==> config.mk <==
export PLATFORM = sky130hd
export DESIGN_NAME = morse_receiver_flat
export DESIGN_NICKNAME = d
export VERILOG_FILES = /design/src/rtl/morse_pkg.sv /design/src/rtl/morse_receiver_if.sv /design/src/rtl/morse_symbol_decode.sv /design/src/rtl/morse_receiver.sv /design/src/flat_wrapper.sv
export SDC_FILE = /design/constraint.sdc
export NUM_CORES = 1
export LEC_CHECK = 0
export ABC_AREA = 0
export BUFFER_PORTS_ARGS = -buffer_cell sky130_fd_sc_hd__buf_2
export CORE_UTILIZATION = 59
export CTS_CLUSTER_DIAMETER = 40
export DETAILED_ROUTE_END_ITERATION = 7
export GPL_TIMING_DRIVEN = 0
export PLACE_DENSITY_LB_ADDON = 0.12
export SLEW_MARGIN = 20
export SYNTH_ARGS = -nofsm -noshare
export SYNTH_HDL_FRONTEND = slang
export SYNTH_SLANG_ARGS = --single-unit
==> constraint.sdc <==
create_clock -name clock -period 2.2 [get_ports clock]
set_input_delay 0.11 -clock clock [delete_from_list [all_inputs] [get_ports clock]]
set_output_delay 0.11 -clock clock [all_outputs]
set_load 0.005 [all_outputs]
==> src/rtl/morse_pkg.sv <==
// morse_pkg: shared letter codes, receiver states and line-timing constants for the Morse link
package morse_pkg;
    typedef enum logic [2:0] {A, B, C, D, E, F, G, H} letter_t;
    typedef enum logic [1:0] {IDLE, MARK, SPACE, FLUSH} rx_state_t;
    localparam logic [2:0] DOT_TICKS   = 3'd1;
    localparam logic [2:0] DASH_TICKS  = 3'd3;
    localparam logic [1:0] GAP_TICKS   = 2'd3;
    localparam logic [2:0] MAX_SYMBOLS = 3'd4;
endpackage

==> src/rtl/morse_receiver_if.sv <==
// morse_receiver_if: keyed-line inputs and decoded-letter outputs of the Morse receiver
interface morse_receiver_if;
    import morse_pkg::*;
    logic    tick;
    logic    bit_in;
    letter_t letter;
    logic    letter_valid;
    logic    error;
    logic    busy;
    modport master (output tick, bit_in, input letter, letter_valid, error, busy);
    modport slave  (input tick, bit_in, output letter, letter_valid, error, busy);
endinterface

==> src/rtl/morse_symbol_decode.sv <==
// morse_symbol_decode: maps a held dot/dash pattern and its length onto a letter code
module morse_symbol_decode
    import morse_pkg::*;
(
    input  logic [2:0] sym_cnt,
    input  logic [3:0] sym_bits,
    output letter_t    letter,
    output logic       ok
);
    // Unused high bits of the store are always zero, so the full 7-bit key is matched
    always_comb begin
        letter = A;
        ok     = 1'b1;
        case ({sym_cnt, sym_bits})
            {3'd2, 4'b0001}: letter = A;
            {3'd4, 4'b1000}: letter = B;
            {3'd4, 4'b1010}: letter = C;
            {3'd3, 4'b0100}: letter = D;
            {3'd1, 4'b0000}: letter = E;
            {3'd4, 4'b0010}: letter = F;
            {3'd3, 4'b0110}: letter = G;
            {3'd4, 4'b0000}: letter = H;
            default:         ok = 1'b0;
        endcase
    end
endmodule

==> src/rtl/morse_receiver.sv <==
// morse_receiver: measures mark/space run lengths on tick strobes and decodes letters A-H
module morse_receiver
    import morse_pkg::*;
(
    input  logic             clock,
    input  logic             reset,
    morse_receiver_if.slave  rx
);
    rx_state_t  state;
    logic [2:0] mark_cnt;
    logic [2:0] sym_cnt;
    logic [1:0] space_cnt;
    logic [3:0] sym_bits;
    letter_t    dec_letter;
    logic       dec_ok;

    morse_symbol_decode u_decode (
        .sym_cnt  (sym_cnt),
        .sym_bits (sym_bits),
        .letter   (dec_letter),
        .ok       (dec_ok)
    );

    // Receiver FSM; entering FLUSH on a space tick counts that tick toward the 3-tick flush gap
    always_ff @(posedge clock) begin
        if (reset) begin
            state           <= IDLE;
            mark_cnt        <= '0;
            space_cnt       <= '0;
            sym_bits        <= '0;
            sym_cnt         <= '0;
            rx.letter       <= A;
            rx.letter_valid <= 1'b0;
            rx.error        <= 1'b0;
            rx.busy         <= 1'b0;
        end else begin
            rx.letter_valid <= 1'b0;
            rx.error        <= 1'b0;
            if (rx.tick) begin
                case (state)
                    IDLE: if (rx.bit_in) begin
                        state    <= MARK;
                        rx.busy  <= 1'b1;
                        mark_cnt <= 3'd1;
                        sym_bits <= '0;
                        sym_cnt  <= '0;
                    end
                    MARK: if (rx.bit_in) begin
                        mark_cnt <= mark_cnt + 3'd1;
                        if (mark_cnt == DASH_TICKS) begin
                            rx.error  <= 1'b1;
                            state     <= FLUSH;
                            space_cnt <= 2'd0;
                        end
                    end else if ((mark_cnt == DOT_TICKS || mark_cnt == DASH_TICKS) && sym_cnt != MAX_SYMBOLS) begin
                        sym_bits  <= {sym_bits[2:0], mark_cnt == DASH_TICKS};
                        sym_cnt   <= sym_cnt + 3'd1;
                        state     <= SPACE;
                        space_cnt <= 2'd1;
                    end else begin
                        rx.error  <= 1'b1;
                        state     <= FLUSH;
                        space_cnt <= 2'd1;
                    end
                    SPACE: if (!rx.bit_in) begin
                        space_cnt <= space_cnt + 2'd1;
                        if (space_cnt == GAP_TICKS - 2'd1) begin
                            state           <= IDLE;
                            rx.busy         <= 1'b0;
                            rx.letter       <= dec_ok ? dec_letter : rx.letter;
                            rx.letter_valid <= dec_ok;
                            rx.error        <= !dec_ok;
                        end
                    end else if (space_cnt == 2'd1) begin
                        state    <= MARK;
                        mark_cnt <= 3'd1;
                    end else begin
                        rx.error  <= 1'b1;
                        state     <= FLUSH;
                        space_cnt <= 2'd0;
                    end
                    FLUSH: if (rx.bit_in) begin
                        space_cnt <= 2'd0;
                    end else begin
                        space_cnt <= space_cnt + 2'd1;
                        if (space_cnt == GAP_TICKS - 2'd1) begin
                            state   <= IDLE;
                            rx.busy <= 1'b0;
                        end
                    end
                    default: state <= IDLE;
                endcase
            end
        end
    end
endmodule

==> src/flat_wrapper.sv <==
// flat-port wrapper written by rule: the top's interface ports become plain ports
module morse_receiver_flat import morse_pkg::*;
  (clock, reset, rx_tick, rx_bit_in, rx_letter, rx_letter_valid, rx_error, rx_busy);
  morse_receiver_if rx_i ();
  input  logic clock;
  input  logic reset;
  input wire logic [$bits(rx_i.tick)-1:0] rx_tick;
  input wire logic [$bits(rx_i.bit_in)-1:0] rx_bit_in;
  output wire logic [$bits(rx_i.letter)-1:0] rx_letter;
  output wire logic [$bits(rx_i.letter_valid)-1:0] rx_letter_valid;
  output wire logic [$bits(rx_i.error)-1:0] rx_error;
  output wire logic [$bits(rx_i.busy)-1:0] rx_busy;
  assign rx_i.tick = rx_tick;
  assign rx_i.bit_in = rx_bit_in;
  assign rx_letter = rx_i.letter;
  assign rx_letter_valid = rx_i.letter_valid;
  assign rx_error = rx_i.error;
  assign rx_busy = rx_i.busy;
  morse_receiver u_core (.clock(clock), .reset(reset), .rx(rx_i));
endmodule
==> results.md <==
- The flow ran to the end, and the final reports show no timing, DRC or antenna violations.
- The via total after detailed routing is 1155.
- The terminus of the critical flop-to-flop path is u_core.rx.letter[0].
- Net switching is 27.3% of the power.
- The number of nets in the layout is 190.
- The final weighted congestion of routability-driven global placement is 0.949.
- The number of top-level pins is 10.
- The die is around 50 um wide.
- The highest net fanout along the worst path is 5.
- The end-of-flow core utilization is 70.4%.
- The clock tree root buffer cell is sky130_fd_sc_hd__clkbuf_4.
- The path depth of the worst reg2reg path is 6.
- The family with the most delay on the worst path is simple AND/OR/NAND/NOR gates.
- After synthesis, the cell types taking the most area are sky130_fd_sc_hd__dfxtp_1 (30%), sky130_fd_sc_hd__ha_1 (14%), sky130_fd_sc_hd__a21oi_1 (4.8%), sky130_fd_sc_hd__o21ai_0 (4.5%), sky130_fd_sc_hd__inv_1 (3.9%).
- For this design the static power due to leakage is 0.000557 uW.
- The source-to-sink clock delay at the later pin of the worst-skew pair is 0.30 ns.
- In this run, the combinational gates consume about 16% of the power.
- The slowest stage of the critical path is the sky130_fd_sc_hd__dfxtp_1 cell.
- The cell area power density is approximately 450 nW/um^2.
- The share of cells above drive strength 1 is 13.6%.
- The overall power after layout is 650 uW.
- The transition at the pin with the smallest max-transition slack is 0.488 ns.
- Dividing the synthesized area by the synthesized cell count gives 8.48 sq um.
- The final number of setup-violating endpoints is 0.
- STA puts the critical path data required time at 2.44 ns.
- Relative to the synthesized area, the layout overhead comes to 7.71%.
- The synthesized design contains 20 register bits.
- The initial core utilization is between 60% and 70%.
- The routed wirelength normalized by instance count is roughly 14 um.
- In this run the remaining antenna-violating nets after routing total 0.
- Sequential cells burn 58.1% of the power.
- Among all cell types in the netlist, the one instantiated most often is sky130_fd_sc_hd__dfxtp_1.
- The post-layout minimum cycle time is 2.05 ns.
- The overall routed net length is roughly 2700 um.
- Measured against its own limit, the worst slew margin works out to 67.4%.
- After clock tree synthesis, the flow added hold-fix buffers numbering 0.
- The critical path goes through ha_1, or3b_4, a2111oi_4, o311ai_2, or3_1, a21oi_2.
- The number of buffer and inverter stages on the critical path is 0.
- The floorplan step set the die height to about 50 um.
- In this run the power spent charging and discharging nets is around 180 uW.
- The mean number of vias per cell is around 6.
- On the final layout, the worst hold slack is about 0.13 ns.
- The final-layout setup total negative slack is 0 ns.
- The number of maximum-capacitance violations is 0.
- The overall overflow remaining after global route is 0.
- The number of endpoints with negative hold slack in the final report came to 0.
- The part of the total power dissipated in the clock network is 26.0%.
- The critical path is of the flip-flop to flip-flop type.
- For this run, design rule violations remaining after detail routing come to 0.
- The sequential cells in the finished layout cover a total of 400 sq um.
- The startpoint of the worst hold path is rx_tick.
- The via count of the first global-routing pass is 1081.
- Setup repair after global routing left no endpoint under its margin.
- The path with the worst hold slack has its endpoint at u_core.rx.error.
- The proportion of register bits with asynchronous set or reset after synthesis is 0%.
- The internal portion of the total power is 472 uW.
- The share of synthesized area occupied by flip-flops and latches is about 30%.
- The number of cells traversed by the worst hold path is 3.
- The longest clock path from root to sink contains 2 buffers.
- The critical path endpoint category is a flip-flop.
- Across all register-to-register paths, the minimum setup slack is roughly 0.15 ns.
- For this run, the number of Yosys warnings is 0.
- The highest achievable clock rate is just under 500 MHz.
- Global routing used 24.2% of the available tracks across all layers.
- The number of antenna violations at the first check in global routing came to 0.
- In this run the number of H-tree levels came out at 1.
- Counting the fill cells in the layout gives 159.
- Of the available clock period, the critical path in the final layout requires roughly 93%.
- Data arrives at the worst endpoint at 2.29 ns.
- The total clock sinks is 20.
- The die area is between 2000 and 2500 sq um.
- The mapped netlist covers 1350 sq um.
- In this run the core area contains 16 standard-cell rows.
- The startpoint type of the worst setup path is a flip-flop.
- The count of TritonRoute iterations in the first routing pass is 4.
- For the final database, setup skew stands at 0.00400 ns.
- The area of the multi-input gates is 871 sq um.
- The number of nets in the synthesized netlist is 178.
- The count of inserted antenna diode cells is 0.
- The number of DRC violations after detailed-routing iteration 0 is 34.
- TritonCTS created 3 clock buffers.
- The gate count after technology mapping is 159.
- The path category of the worst min-delay check is primary input to flip-flop.
- TritonCTS built the clock tree.
- The startpoint identified for the worst register-to-register timing path is u_core.sym_cnt[0].
- The synthesized design spends more area on one cell type than any other, namely sky130_fd_sc_hd__dfxtp_1.
- The count of different cell masters after synthesis is 47.
- The count of input and output buffers is 7.
- After clock tree synthesis, the clock-pin slew on the worst setup and hold paths is approximately 0.1 ns.
- The number of enable flip-flop cells after synthesis is 0.
- For this run, the slowest stage of the critical path takes 0.42 ns.
- The max-slew violation count is 0.
- VDD sags by at most between 300 and 400 uV.
- The first global-routing pass estimated 4660 um of wire.
- The predominant post-synthesis flop cell is sky130_fd_sc_hd__dfxtp_1.
- In this run the biggest area consumer among cell types represents 29.7% of the synthesized area.
- Entering global routing, the biggest net connects 11 pins.
- The commonest cells after synthesis are sky130_fd_sc_hd__dfxtp_1 (20), sky130_fd_sc_hd__ha_1 (15), sky130_fd_sc_hd__inv_1 (14), sky130_fd_sc_hd__a21oi_1 (13), sky130_fd_sc_hd__nor2_1 (13).
- The total area inside the core boundary comes to 2060 sq um.
- The half-perimeter wire length of the detailed placement result is 2000 um.
power groups by stage:
| stage | logic [uW] | registers (uW) | clock network, uW |
|---|---|---|---|
| finish | 103 | 377 | 169 |
| global placement | 96.3 | 385 | 0 |
| detailed placement | 99.3 | 386 | 0 |
| CTS | 100 | 377 | 172 |
| global route | 116 | 379 | 193 |
| floorplan | 76.1 | 384 | 0 |
sequential cells by signal, indices dropped and copies added, names as in the netlist:
| name | cells |
|---|---|
| u_core.mark_cnt | 3 |
| u_core.state | 2 |
| u_core.sym_bits | 4 |
| u_core.rx.letter_valid | 1 |
| u_core.sym_cnt | 3 |
| u_core.rx.busy | 1 |
| u_core.space_cnt | 2 |
| u_core.rx.letter | 3 |
| u_core.rx.error | 1 |
placed cells by master, fill, tap and decap left out, types with 3 or more instances in the layout:
master	instances
sky130_fd_sc_hd__dfxtp_1	20
sky130_fd_sc_hd__ha_1	15
sky130_fd_sc_hd__inv_1	14
sky130_fd_sc_hd__nor2_1	13
sky130_fd_sc_hd__a21oi_1	13
sky130_fd_sc_hd__o21ai_0	12
sky130_fd_sc_hd__nand2_1	10
sky130_fd_sc_hd__buf_2	9
sky130_fd_sc_hd__nor3_1	6
sky130_fd_sc_hd__mux2i_1	4
sky130_fd_sc_hd__clkbuf_1	3
sky130_fd_sc_hd__nor2b_1	3
sky130_fd_sc_hd__nand2b_1	3
sky130_fd_sc_hd__clkbuf_4	3
worst reg2reg max path, delay by kind of cell, from the launching register on:
kind,cells,cell delay (ns)
flip-flops,1,0.42
AND/OR/NAND/NOR,2,0.79
AO/OA/AOI/OAI,3,0.62
adder cells (fa/ha/maj),1,0.17
metal layers:
metal	track usage, %	vias to the layer above	wire, um
met5	0	-	0
met4	5.71	0	23
met3	5.86	2	99
met2	39.6	25	1210
met1	31.8	539	1350
li1	-	589	-
how the worst max path moves through the flow:
| stage | start | end | slack, ns | depth (start not counted) |
|---|---|---|---|---|
| after detailed placement | u_core.sym_cnt[0] | u_core.sym_cnt[1] | 0.06 | 6 |
| final | u_core.sym_cnt[0] | u_core.rx.letter[0] | 0.15 | 6 |
| after global placement | u_core.sym_cnt[0] | u_core.sym_cnt[1] | 0.11 | 6 |
| after CTS | u_core.sym_cnt[0] | u_core.sym_cnt[1] | 0.04 | 6 |
| after global routing | u_core.sym_cnt[0] | u_core.rx.letter[0] | 0.02 | 6 |
| after floorplan | u_core.sym_cnt[0] | u_core.sym_bits[2] | 0.31 | 6 |
per-stage QoR:
stage	cell area [sq um]	worst slack, ns	instances
2_1_floorplan	1350	0.312	159
3_3_place_gp	1420	0.108	193
3_5_place_dp	1420	0.0646	193
4_1_cts	1440	0.0435	196
5_1_grt	1450	0.0173	196
6_report	1450	0.150	196
final cells by class:
class,count,share of cell area (%)
multi-input combinational,118,60.0
timing repair buffer,7,2.41
inverter,14,3.62
buffer,7,2.50
sequential,20,27.6
clock buffer,3,1.55
tap,27,2.33
what timing repair did:
action | CTS | global route
setup endpoints to repair | 0 | 7
gates resized for setup | 0 | 1
buffers inserted | 0 | 0
cells by family after synthesis:
group / count (synthesis) / synth area share, %
AND/OR/NAND/NOR: 50 / 20.2
buffers and inverters: 21 / 6.59
adder cells (fa/ha/maj): 15 / 13.9
XOR/XNOR: 1 / 0.650
AO/OA/AOI/OAI: 48 / 26.0
multiplexers: 4 / 2.97
flip-flops: 20 / 29.7
No activity file was read; power rests on OpenSTA's default activity.
